<file path="src/rtl/life_sequencer.sv">
// life_sequencer: controller for the 4x4 toroidal Life datapath.
// Serially loads a 16-bit seed, then runs generation passes. Each pass is
// 16 strobe cycles, one settle cycle, one commit cycle and one check cycle.
// Outputs are registered decodes of state and cell counter, so every
// visible phase trails the internal state by one clock.
//
//  state  | meaning
//  -------+-----------------------------------------------------------
//  IDLE   | after reset, waiting for start
//  LOAD   | shifting seed bits into the datapath, cells 0..15
//  SETTLE | one quiet cycle so the datapath's second-phase capture lands
//  COMMIT | one cycle of writeout; counts a generation for eval passes
//  CHECK  | one cycle choosing LOST / DONE / next EVAL
//  EVAL   | evaluating cells 0..15 for the next generation
//  DONE   | stopped on generation limit or halt
//  LOST   | stopped because the datapath reported a dead board
module life_sequencer #(
  parameter int GW    = 8,
  parameter int CELLS = 16
) (
  input  logic          clka,
  input  logic          restart_n,
  input  logic          start,
  input  logic [15:0]   seed,
  input  logic [GW-1:0] gen_limit,
  input  logic          halt,
  input  logic          loseSig,
  output logic          loadData,
  output logic          readData,
  output logic          writeData,
  output logic          writeout,
  output logic          DataIn,
  output logic [3:0]    count,
  output logic [GW-1:0] gen_count,
  output logic          busy,
  output logic          done,
  output logic          lost
);

  typedef enum logic [2:0] {
    IDLE, LOAD, SETTLE, COMMIT, CHECK, EVAL, DONE, LOST
  } seqState_t;

  seqState_t     state, nextState;
  logic [3:0]    cellCnt;
  logic [15:0]   seedReg;
  logic [GW-1:0] limitReg;
  logic [GW-1:0] genCnt;
  logic          passIsLoad;

  logic          startOk;
  logic          lastCell;

  logic          loadD, readD, writeD, writeoutD, dataInD, busyD, doneD, lostD;
  logic [3:0]    countD;

  assign startOk  = start && (state == IDLE || state == DONE || state == LOST);
  assign lastCell = (cellCnt == 4'(CELLS - 1));

  // State register
  always_ff @(posedge clka or negedge restart_n) begin
    if (!restart_n) state <= IDLE;
    else            state <= nextState;
  end

  // Next-state decode; start is only honoured from the idle/terminal states
  always_comb begin
    nextState = state;
    case (state)
      IDLE, DONE, LOST: if (startOk) nextState = LOAD;
      LOAD, EVAL:       if (lastCell) nextState = SETTLE;
      SETTLE:           nextState = COMMIT;
      COMMIT:           nextState = CHECK;
      CHECK: begin
        if (loseSig)                                     nextState = LOST;
        else if (limitReg != '0 && genCnt == limitReg)   nextState = DONE;
        else if (halt)                                   nextState = DONE;
        else                                             nextState = EVAL;
      end
      default:          nextState = IDLE;
    endcase
  end

  // Run context: captured seed/limit, cell index and generation counter
  always_ff @(posedge clka or negedge restart_n) begin
    if (!restart_n) begin
      seedReg    <= '0;
      limitReg   <= '0;
      genCnt     <= '0;
      passIsLoad <= 1'b0;
      cellCnt    <= '0;
    end else if (startOk) begin
      seedReg    <= seed;
      limitReg   <= gen_limit;
      genCnt     <= '0;
      passIsLoad <= 1'b1;
      cellCnt    <= '0;
    end else begin
      case (state)
        LOAD, EVAL: cellCnt <= cellCnt + 4'd1;
        COMMIT: begin
          if (!passIsLoad) genCnt <= genCnt + 1'b1;
          passIsLoad <= 1'b0;
          cellCnt    <= '0;
        end
        default: ;
      endcase
    end
  end

  // Output decode from state and cell index (registered below)
  always_comb begin
    loadD     = 1'b0;
    readD     = 1'b0;
    writeD    = 1'b0;
    writeoutD = 1'b0;
    dataInD   = 1'b0;
    countD    = 4'd0;
    busyD     = 1'b0;
    doneD     = 1'b0;
    lostD     = 1'b0;
    case (state)
      LOAD: begin
        loadD   = 1'b1;
        writeD  = 1'b1;
        dataInD = seedReg[cellCnt];
        countD  = cellCnt;
        busyD   = 1'b1;
      end
      EVAL: begin
        readD  = 1'b1;
        writeD = 1'b1;
        countD = cellCnt;
        busyD  = 1'b1;
      end
      SETTLE: begin
        countD = 4'd15;
        busyD  = 1'b1;
      end
      COMMIT: begin
        writeoutD = 1'b1;
        busyD     = 1'b1;
      end
      CHECK: busyD = 1'b1;
      DONE:  doneD = 1'b1;
      LOST:  lostD = 1'b1;
      default: ;
    endcase
  end

  // Output registers; reset clears every strobe at once
  always_ff @(posedge clka or negedge restart_n) begin
    if (!restart_n) begin
      loadData  <= 1'b0;
      readData  <= 1'b0;
      writeData <= 1'b0;
      writeout  <= 1'b0;
      DataIn    <= 1'b0;
      count     <= 4'd0;
      gen_count <= '0;
      busy      <= 1'b0;
      done      <= 1'b0;
      lost      <= 1'b0;
    end else begin
      loadData  <= loadD;
      readData  <= readD;
      writeData <= writeD;
      writeout  <= writeoutD;
      DataIn    <= dataInD;
      count     <= countD;
      gen_count <= genCnt;
      busy      <= busyD;
      done      <= doneD;
      lost      <= lostD;
    end
  end

endmodule
</file>
<file path="config.mk">
export PLATFORM = sky130hd
export DESIGN_NAME = life_sequencer
export DESIGN_NICKNAME = d
export VERILOG_FILES = /design/src/rtl/life_sequencer.sv
export SDC_FILE = /design/constraint.sdc
export NUM_CORES = 1
export LEC_CHECK = 0
export BUFFER_PORTS_ARGS = -buffer_cell sky130_fd_sc_hd__buf_4
export CORE_MARGIN = 1.5
export CORE_UTILIZATION = 49
export DETAILED_ROUTE_END_ITERATION = 6
export PLACE_DENSITY_LB_ADDON = 0.08
export RECOVER_POWER = 100
export SYNTH_ARGS = -nofsm -noshare
export SYNTH_HDL_FRONTEND = slang
export SYNTH_SLANG_ARGS = --single-unit
</file>
<file path="constraint.sdc">
create_clock -name clka -period 1.5 [get_ports clka]
set_input_delay 0 -clock clka [delete_from_list [all_inputs] [get_ports clka]]
set_output_delay 0 -clock clka [all_outputs]
set_load 0.05 [all_outputs]
</file>
==> run_results.csv, run 1 <==
group,metric,value,unit
outcome,status,"finished, final reports clean",
critical_path,crit-reg2reg-launch,"state[1]$_DFFE_PN0P_",
routing,drtIter0Drc,105,
critical_path,reg2regPathDepth,4,
die,ioPinCount,49,
timing,timing.final.ws_setup,0.00708,ns
pwr,p_per_area,2040,mW/mm2
die,die_height,76.2,um
logic_synthesis,synth_area,0.00263,mm2
timing,fin_crit,1.49,ns
die,rows,26,
place,dp_cells,320,
logic_synthesis,synth_top_family_by_area,"multiplexers",
pwr,power_frac_clock,17.1,%
timing,period_share,99.5,%
grt,grt_overflow_total,0,
die,die_area,0.00581,mm2
clock_network,root_buffer,"clkbuf_8",
logic_synthesis,synthesis.nets,226,
routing,vias_per_cell,5.05,
timing,hold_slack,0.326,ns
pwr,p_total,7.29,mW
timing,setup_viol,0,
timing,hold_viol,0,
logic_synthesis,synth.distinct_cells,45,
critical_path,critical-path-top-delay-family,"flip-flops",
routing,drtPass1Iterations,4,
critical_path,r2r-end,"seedReg[14]$_DFFE_PN0N_",
grt,antenna_found_initial,0,
critical_path,arrival,1.70,ns
logic_synthesis,synth_fa_ha_area_share,0.952,%
grt,grt_usage,19.4,%
clock_network,insertion_delay,0.33,ns
clock_network,cts_made_buffers,9,
logic_synthesis,synth_compound_area_share,5.85,%
cells_and_area,nets,325,
logic_synthesis,synth.avg_cell_area,13.5,um2
cells_and_area,ff_latch_area,0.00151,mm2
pwr,switching_share,39.0,%
logic_synthesis,synth.area.top_cells,"dfrtp_1 57%, mux2_2 9.0%, xor2_1 5.0%",
logic_synthesis,ys_seq_area_share,57.1,%
clock_network,h-tree-depth,3,
place,io_buffers,48,
die,start_util,51.1,%
logic_synthesis,synth.largest_area_cell,"dfrtp_1",
logic_synthesis,postSynthCellCount,195,
min_path,hold_path_class,"in2async",
logic_synthesis,netlist.area_leader.share,57.1,%
clock_network,cts_sinks,60,
place,place.gp.congestion,0.809,
timing,fin_setup_tns,0,ns
cells_and_area,diodes,0,
die,core,0.00514,mm2
critical_path,cp_cell_sequence,"and2_4 > o21ai_4 > buf_12 > mux2_2",
pwr,switching_power,2.84,mW
place,hpwl,3460,um
timing,final_max_slew_viol_count,0,
critical_path,r2r_slack,0.007,ns
critical_path,timing.critical_path.from_type,"flip-flop",
logic_synthesis,synthXorXnorAreaFrac,6.00,%
critical_path,crit_required,1.71,ns
clock_network,cts_buffer_depth,2,
logic_synthesis,ys_warn_count,0,
grt,grt_max_degree,61,
cells_and_area,multiInputGateArea,0.00106,mm2
critical_path,endpoint_kind,"flip-flop",
cells_and_area,final_common_cell,"dfrtp_1",
timing,slew_headroom,46.2,%
logic_synthesis,synthSimpleGateAreaFrac,10.2,%
pwr,pwr-share-seq,38.6,%
run,maxCapViolations,0,
critical_path,crit_fanout,26,
pwr,power.internal,4.45,mW
critical_path,slowest_stage,"dfrtp_1",
place,pre_cts_slack,-0.0202,ns
routing,avgRoutedWirePerCell,14.6,um
routing,routed_wl,5360,um
cells_and_area,finalInstanceArea,0.00357,mm2
place,placed_area,0.00312,mm2
routing,drc,0,
pwr,p_leak,1.64,nW
cells_and_area,mostFrequentLayoutCells,"56 x dfrtp_1, 39 x buf_4, 28 x clkbuf_1, 28 x dlygate4sd3_1, 21 x mux2_2",
die,die_w,76.2,um
clock_network,cts_tree,"done",
critical_path,max_stage_delay,0.45,ns
logic_synthesis,synth_enable_flop_cells,0,
timing,rsz0062_at_grt,"true",
grt,grt_pass1_wl,8790,um
logic_synthesis,synth_ff_type,"dfrtp_1",
timing,clock.fmax,0.670,GHz
cells_and_area,finalNonFillerCells,368,
cells_and_area,utilization,69.5,%
grt,grt_pass1_vias,1848,
routing,postRouteAntennaNets,0,
critical_path,critPathKind,"reg2reg",
logic_synthesis,synth-async-reset-ratio,100,%
pwr,worst_ir_drop_vdd,1.13,mV
timing,worstMarginPinSlew,0.807,ns
pwr,combPwrFrac,44.3,%
logic_synthesis,synth.area.mux_share,15.5,%
clock_network,clk_pin_slew,0.06,ns
cells_and_area,drive_gt1_share,34.6,%
logic_synthesis,synth_seq_cells,60,
cells_and_area,syn_to_final_growth,36.0,%
routing,num_vias,1858,
timing,finClkSkew,0.00469,ns
cells_and_area,fill_cells,409,
critical_path,worst-path-buf-inv,1,
## power by group through the flow
stage / sequential [mW] / combinational [mW] / clock, mW
2_1_floorplan: 3.37 / 1.74 / 0
5_1_grt: 2.90 / 3.49 / 1.36
4_1_cts: 2.81 / 3.28 / 1.28
6_report: 2.81 / 3.23 / 1.25
3_3_place_gp: 2.78 / 3.12 / 0
3_5_place_dp: 2.83 / 3.19 / 0
## synthesized netlist by cell type, types with 2 or more instances
cell      count
nand4_1       5
mux2i_1       3
a31oi_1       2
clkbuf_8      4
nor2_1       16
xnor2_1       3
a21o_1        4
mux2_2       21
xor2_1       15
ha_1          2
a21oi_1       5
mux2_1        3
buf_6         3
nor4_1        4
and3_1        3
nor3_1        3
nand2_1       9
clkbuf_1      2
dfrtp_1      60
mux4_2        3
## worst register-to-register path, stage by stage (launching register included)
cell and delay, ns:
dfrtp_1 0.45, and2_4 0.21, o21ai_4 0.14, buf_12 0.20, mux2_2 0.37
## cell families (layout without fill, tap and decap cells)
kind of cell	count (synthesis)	after routing
AO/OA/AOI/OAI	20	20
flip-flops	60	60
adder cells (fa/ha/maj)	2	2
buffers and inverters	13	116
multiplexers	32	32
AND/OR/NAND/NOR	50	50
XOR/XNOR	18	18
## timing repair
action | CTS | global route
pin swaps | 0 | 7
setup endpoints to repair | 3 | 13
hold endpoints to repair | 87 | 0
resized for setup | 4 | 16
setup buffers | 0 | 5
hold buffers | 28 | 0
## sequential cells by signal, summed over array words and instances (netlist names), 3 cells and up
signal	flops
cellCnt	4
count	4
genCnt	8
gen_count	8
limitReg	8
seedReg	16
state	3
## layout make-up
class	instances	area share (%)
Sequential cell	60	42.1
Multi-Input combinational cell	122	29.6
Timing Repair Buffer	99	20.8
Clock buffer	13	4.45
Tap cell	70	2.45
Clock inverter	2	0.280
Inverter	2	0.280
## routing by layer
layer  track usage (%)  routed length, um
met4              10.7                132
met2              29.1               2620
met5                 0                  0
met3              3.71                192
met1              26.5               2410
## worst max path at each step
stage / slack [ns] / cells past startpoint / start / endpoint
2_1_floorplan: -0.002 / 5 / state[2]$_DFFE_PN0P_ / seedReg[10]$_DFFE_PN0N_
3_3_place_gp: -0.01 / 4 / cellCnt[0]$_DFFE_PN0P_ / DataIn$_DFF_PN0_
3_5_place_dp: -0.02 / 5 / state[0]$_DFFE_PN0P_ / genCnt[4]$_DFFE_PN0P_
4_1_cts: 0.003 / 4 / cellCnt[1]$_DFFE_PN0P_ / DataIn$_DFF_PN0_
5_1_grt: -0.04 / 4 / state[1]$_DFFE_PN0P_ / seedReg[10]$_DFFE_PN0N_
6_report: 0.007 / 4 / state[1]$_DFFE_PN0P_ / seedReg[14]$_DFFE_PN0N_
(Power assumes the default switching activity.)
==> run 2, diff against run 1 <==
--- a/config.mk
+++ b/config.mk
@@ -5,9 +5,11 @@
 export SDC_FILE = /design/constraint.sdc
 export NUM_CORES = 1
 export LEC_CHECK = 0
+export ABC_AREA = 1
 export BUFFER_PORTS_ARGS = -buffer_cell sky130_fd_sc_hd__buf_4
 export CORE_MARGIN = 1.5
 export CORE_UTILIZATION = 49
+export CTS_CLUSTER_DIAMETER = 100
 export DETAILED_ROUTE_END_ITERATION = 6
 export PLACE_DENSITY_LB_ADDON = 0.08
 export RECOVER_POWER = 100
==> run_results.csv, run 2 <==
group,metric,value,unit
timing,setup_viol,0,
place,dp_cells,432,
critical_path,arrival,1.67,ns
timing,hold_slack,0.0283,ns
pwr,worst_ir_drop_vdd,0.960,mV
logic_synthesis,synth_top_family_by_area,"simple AND/OR/NAND/NOR gates",
cells_and_area,finalNonFillerCells,478,
critical_path,max_stage_delay,0.43,ns
timing,finClkSkew,0.00523,ns
logic_synthesis,synth.area.top_cells,"dfrtp_1 57%, nand2_1 14%, o21ai_0 5.3%",
outcome,status,"finished, final reports clean",
timing,fin_crit,1.45,ns
logic_synthesis,postSynthCellCount,308,
place,io_buffers,48,
cells_and_area,largest_register_ffs,16,
routing,drtIter0Drc,154,
cells_and_area,diodes,0,
timing,hold_viol,0,
logic_synthesis,yosys-top-cells-count,"99 x nand2_1, 60 x dfrtp_1, 35 x inv_1",
routing,postRouteAntennaNets,0,
clock_network,h-tree-depth,3,
logic_synthesis,synth.largest_area_cell,"dfrtp_1",
logic_synthesis,synth.most_common_cell,"nand2_1",
logic_synthesis,synth.avg_cell_area,8.58,um2
cells_and_area,utilization,72.5,%
grt,antenna_found_initial,0,
routing,drtPass1Iterations,4,
cells_and_area,final_common_cell,"nand2_1",
logic_synthesis,synth_fa_ha_area_share,0.947,%
grt,grt_usage,22.0,%
grt,grt_overflow_total,0,
critical_path,critPathKind,"reg2reg",
run,maxCapViolations,0,
logic_synthesis,synth_enable_flop_cells,0,
min_path,hold_path_class,"in2reg",
clock_network,cts_tree,"done",
cells_and_area,finalInstanceArea,0.00373,mm2
logic_synthesis,synth_seq_cells,60,
clock_network,clk_pin_slew,0.07,ns
critical_path,cp_cell_sequence,"inv_2 > nand3_2 > nand2_2 > nor2_4 > nand2_4 > nand2_4 > buf_4 > nand2_1 > o21ai_0",
timing,fin_setup_tns,0,ns
routing,avgRoutedWirePerCell,12.3,um
critical_path,crit_fanout,6,
die,rows,26,
routing,num_vias,2268,
logic_synthesis,synth_area,0.00264,mm2
die,die_height,76.5,um
place,placed_area,0.00316,mm2
die,core,0.00514,mm2
cells_and_area,top_register,"seedReg",
place,hpwl,3740,um
pwr,p_per_area,2000,mW/mm2
clock_network,cts_sinks,60,
die,die_area,0.00585,mm2
grt,grt_pass1_wl,9920,um
clock_network,root_buffer,"clkbuf_8",
logic_synthesis,ys_seq_area_share,56.8,%
die,start_util,51.4,%
critical_path,worst-path-buf-inv,2,
place,place.gp.congestion,0.853,
cells_and_area,nets,434,
critical_path,crit_required,1.72,ns
logic_synthesis,synth.distinct_cells,27,
pwr,p_leak,1.91,nW
critical_path,endpoint_kind,"flip-flop",
logic_synthesis,synthSimpleGateAreaFrac,24.5,%
logic_synthesis,synth_ff_type,"dfrtp_1",
logic_synthesis,synthesis.nets,339,
cells_and_area,syn_to_final_growth,40.9,%
clock_network,insertion_delay,0.34,ns
grt,grt_max_degree,61,
timing,period_share,96.7,%
place,pre_cts_slack,0.0409,ns
logic_synthesis,synth.area.mux_share,0,%
clock_network,cts_made_buffers,9,
timing,slew_headroom,50.5,%
grt,grt_pass1_vias,2215,
logic_synthesis,ys_warn_count,0,
critical_path,crit_path_frequent_cell,"nand2_4",
logic_synthesis,synth_compound_area_share,8.99,%
clock_network,cts_buffer_depth,2,
die,die_w,76.5,um
timing,timing.final.ws_setup,0.0489,ns
critical_path,critical-path-top-delay-family,"simple AND/OR/NAND/NOR gates",
pwr,p_total,7.44,mW
timing,rsz0062_at_grt,"true",
cells_and_area,drive_gt1_share,26.2,%
routing,drc,0,
logic_synthesis,netlist.area_leader.share,56.8,%
die,ioPinCount,49,
logic_synthesis,synthXorXnorAreaFrac,1.66,%
critical_path,slowest_stage,"dfrtp_1",
logic_synthesis,synth-async-reset-ratio,100,%
timing,clock.fmax,0.689,GHz
timing,final_max_slew_viol_count,0,
timing,worstMarginPinSlew,0.743,ns
cells_and_area,mostFrequentLayoutCells,"97 x nand2_1, 63 x buf_4, 57 x dfrtp_1",
critical_path,timing.critical_path.from_type,"flip-flop",
routing,vias_per_cell,4.74,
routing,routed_wl,5860,um
-- run 2: changes by cell type in the layout (fill, tap and decap cells not counted), moves of 7 or more --
cell      delta
xor2_1      -13
buf_4       +24
nand2_1     +88
nand3_1     +10
nor2_1       +7
clkbuf_1    -26
o21ai_0     +25
mux2_2      -21
inv_1       +32
-- run 2: cell families (layout without fill, tap and decap cells) --
kind of cell,after synthesis,count (layout)
and+or+nand+nor,151,151
DFF,60,60
buffers and inverters,46,146
AOI/OAI and AO/OA,44,44
xor gates and xnor gates,5,5
adders and majority gates,2,2
-- run 2: tightest hold or removal path, stage by stage --
cell and delay, ns:
buf_4 0.11, inv_1 0.06, nand2_1 0.05, nand2_1 0.05, a21oi_1 0.06
-- run 2: power breakdown --
part           leakage, nW  switching (mW)  internal [mW]
Combinational         1.04            2.14           1.28
Clock                0.103           0.608          0.828
Sequential           0.773           0.365           2.21
-- run 2: timing repair --
action                                  4_1_cts  5_1_grt
setup buffers                                 1        3
pin swaps                                     0        4
resized for setup                             0       20
hold endpoints to repair                     86        0
cloned                                        0        1
endpoints found under the setup margin        2       32
hold buffers                                 26        0
-- run 2: final timing paths --
check	from	depth (start not counted)	end	slack, ns
worst max-delay path	state[2]$_DFFE_PN0P_	9	genCnt[6]$_DFFE_PN0P_	0.05
worst min-delay path	loseSig	5	state[0]$_DFFE_PN0P_	0.03
worst max register to register	state[2]$_DFFE_PN0P_	9	genCnt[6]$_DFFE_PN0P_	0.05
worst min register to register	genCnt[5]$_DFFE_PN0P_	0	gen_count[5]$_DFF_PN0_	0.42
max in group asynchronous	restart_n	2	state[0]$_DFFE_PN0P_	0.70
min in group asynchronous	restart_n	2	limitReg[5]$_DFFE_PN0N_	0.26
-- run 2: layout make-up --
type	count	area (um2)
Tap cell	70	87.6
Multi-Input combinational cell	202	1000
Sequential cell	60	1510
Timing Repair Buffer	91	778
Inverter	39	151
Fill cell	423	1410
Clock buffer	16	200
-- run 2: per-layer routing --
layer  wire length, um  part of all wire (%)  GRT usage [%]
met5                 0                     0              0
met3               217                   3.7           5.03
met4                89                   1.5           8.52
met1              2750                    47           28.8
met2              2800                    48           35.5
==> run 3, diff against run 2 <==
==> constraint.sdc (replaced) <==
create_clock -name clka -period 1.5 [get_ports clka]
set_input_delay 0.3 -clock clka [delete_from_list [all_inputs] [get_ports clka]]
set_output_delay 0.3 -clock clka [all_outputs]
set_load 0.05 [all_outputs]
==> run_results.csv, run 3 (synthesis results as in run 2) <==
group,metric,value,unit
critical_path,crit-reg2reg-launch,"state[2]$_DFFE_PN0P_",
cells_and_area,top_register,"seedReg",
timing,timing.final.ws_setup,0.0838,ns
grt,grt_usage,20.2,%
cells_and_area,syn_to_final_growth,28.6,%
place,pre_cts_slack,0.0585,ns
routing,top_layer_used,"met4",
cells_and_area,ff_latch_area,0.00150,mm2
timing,hold_viol,0,
pwr,p_per_area,2060,mW/mm2
pwr,pwr-share-seq,36.6,%
pwr,p_total,7.01,mW
routing,drc,0,
critical_path,r2r-end,"genCnt[3]$_DFFE_PN0P_",
min_path,whs_path_depth,3,
routing,avgRoutedWirePerCell,11.9,um
cells_and_area,diodes,0,
pwr,power.internal,4.03,mW
die,die_area,0.00585,mm2
critical_path,arrival,1.64,ns
cells_and_area,drive_gt1_share,26.0,%
die,start_util,51.4,%
pwr,combPwrFrac,45.4,%
pwr,switching_share,42.6,%
grt,grt_max_degree,37,
timing,clock.fmax,0.706,GHz
die,die_height,76.5,um
grt,grt_overflow_total,0,
critical_path,timing.critical_path.from_type,"flip-flop",
min_path,worstHoldStart,"seed[6]",
cells_and_area,nets,408,
critical_path,crit_required,1.72,ns
die,ioPinCount,49,
pwr,power_frac_clock,18.0,%
place,io_buffers,48,
routing,met2WireLength,2450,um
critical_path,critPathKind,"reg2reg",
die,die_w,76.5,um
run,maxCapViolations,0,
timing,slew_headroom,56.6,%
routing,postRouteAntennaNets,0,
timing,worstMarginPinSlew,0.651,ns
cells_and_area,largest_register_ffs,16,
critical_path,reg2regPathDepth,9,
routing,routed_wl,5350,um
place,place.gp.congestion,0.831,
clock_network,cts_made_buffers,9,
routing,drtPass1Iterations,4,
cells_and_area,fill_cells,467,
grt,grt_pass1_vias,1981,
critical_path,r2r_slack,0.08,ns
timing,hold_slack,0.159,ns
timing,fin_crit,1.42,ns
routing,vias_per_cell,4.74,
clock_network,cts_sinks,60,
cells_and_area,mostFrequentLayoutCells,"98 x nand2_1, 61 x buf_4, 59 x dfrtp_1",
pwr,p_leak,1.78,nW
min_path,whs_endpoint,"seedReg[6]$_DFFE_PN0N_",
clock_network,cts_tree,"done",
place,hpwl,3770,um
critical_path,critical-path-top-delay-family,"simple AND/OR/NAND/NOR gates",
cells_and_area,final_common_cell,"nand2_1",
critical_path,worst-path-buf-inv,2,
clock_network,root_buffer,"clkbuf_8",
outcome,status,"finished, final reports clean",
cells_and_area,utilization,66.2,%
timing,finClkSkew,0.00758,ns
grt,grt_pass1_wl,9230,um
critical_path,endpoint_kind,"flip-flop",
routing,wl_met1,2530,um
critical_path,crit_path_frequent_cell,"nand2_4",
grt,antenna_found_initial,0,
routing,wl_met3,280,um
timing,rsz0062_at_grt,"true",
min_path,hold_path_class,"in2reg",
clock_network,cts_buffer_depth,2,
pwr,worst_ir_drop_vdd,0.851,mV
timing,final_max_slew_viol_count,0,
clock_network,h-tree-depth,3,
routing,num_vias,2137,
critical_path,max_stage_delay,0.43,ns
die,rows,26,
routing,drtIter0Drc,140,
cells_and_area,multiInputGateArea,977,um2
critical_path,crit_fanout,6,
critical_path,cp_cell_sequence,"inv_2 > nand3_2 > nand2_2 > nor2_4 > nand2_4 > nand2_4 > buf_4 > a21oi_1 > nor2_1",
timing,period_share,94.4,%
timing,setup_viol,0,
die,core,0.00514,mm2
clock_network,clk_pin_slew,0.06,ns
clock_network,insertion_delay,0.33,ns
pwr,switching_power,2.99,mW
critical_path,slowest_stage,"dfrtp_1",
run 3: cell types whose count changed in the layout (fill, tap and decap cells not counted), sizes merged:
cell         change
clkbuf           -3
dlygate4sd3     -25
buf              -1
clkinv           +2
run 3: cell type report:
class                           instances  share of cell area [%]
Clock inverter                          2                   0.294
Sequential cell                        60                    44.2
Multi-Input combinational cell        202                    28.7
Timing Repair Buffer                   65                    15.1
Inverter                               39                    4.45
Tap cell                               70                    2.58
Clock buffer                           13                    4.67
run 3: power groups by stage:
stage | Sequential (mW) | Clock [mW] | Combinational [mW]
after global placement | 2.57 | 0 | 3.05
after global routing | 2.65 | 1.37 | 3.57
after detailed placement | 2.59 | 0 | 3.08
after floorplan | 3.06 | 0 | 1.67
final | 2.57 | 1.26 | 3.18
after CTS | 2.56 | 1.29 | 3.11
run 3: metal layers:
metal  track usage [%]  vias up
met3              4.67       10
met1              27.9      960
met5                 0        -
met4              8.89        0
met2              30.6       62
li1                  -     1105
run 3: worst min-delay path: cells and delay by family:
family	cells	cell delay (ns)
buffers and inverters	1	0.08
and+or+nand+nor	2	0.08
run 3: worst max-delay path by stage:
| stage | cells past startpoint | to | slack, ns | startpoint |
|---|---|---|---|---|
| floorplan | 9 | genCnt[5]$_DFFE_PN0P_ | 0.18 | state[0]$_DFFE_PN0P_ |
| global placement | 9 | state[0]$_DFFE_PN0P_ | 0.09 | state[1]$_DFFE_PN0P_ |
| detailed placement | 8 | seedReg[7]$_DFFE_PN0N_ | 0.06 | state[0]$_DFFE_PN0P_ |
| CTS | 9 | seedReg[7]$_DFFE_PN0N_ | 0.03 | state[0]$_DFFE_PN0P_ |
| global route | 10 | genCnt[5]$_DFFE_PN0P_ | -0.03 | state[0]$_DFFE_PN0P_ |
| finish | 9 | genCnt[3]$_DFFE_PN0P_ | 0.08 | state[2]$_DFFE_PN0P_ |
run 3: metrics by stage:
stage          cells  TNS [ns]  area, um2
5_1_grt          451   -0.0692       3400
2_1_floorplan    308         0       2640
4_1_cts          448         0       3350
3_3_place_gp     432         0       3170
6_report         451         0       3400
3_5_place_dp     432         0       3170
run 3: what timing repair did:
item / in CTS / in global routing
gates resized for setup: 0 / 12
setup buffers: 0 / 3
endpoints found under the hold margin: 24 / 0
setup endpoints to repair: 0 / 34
hold buffers: 1 / 0
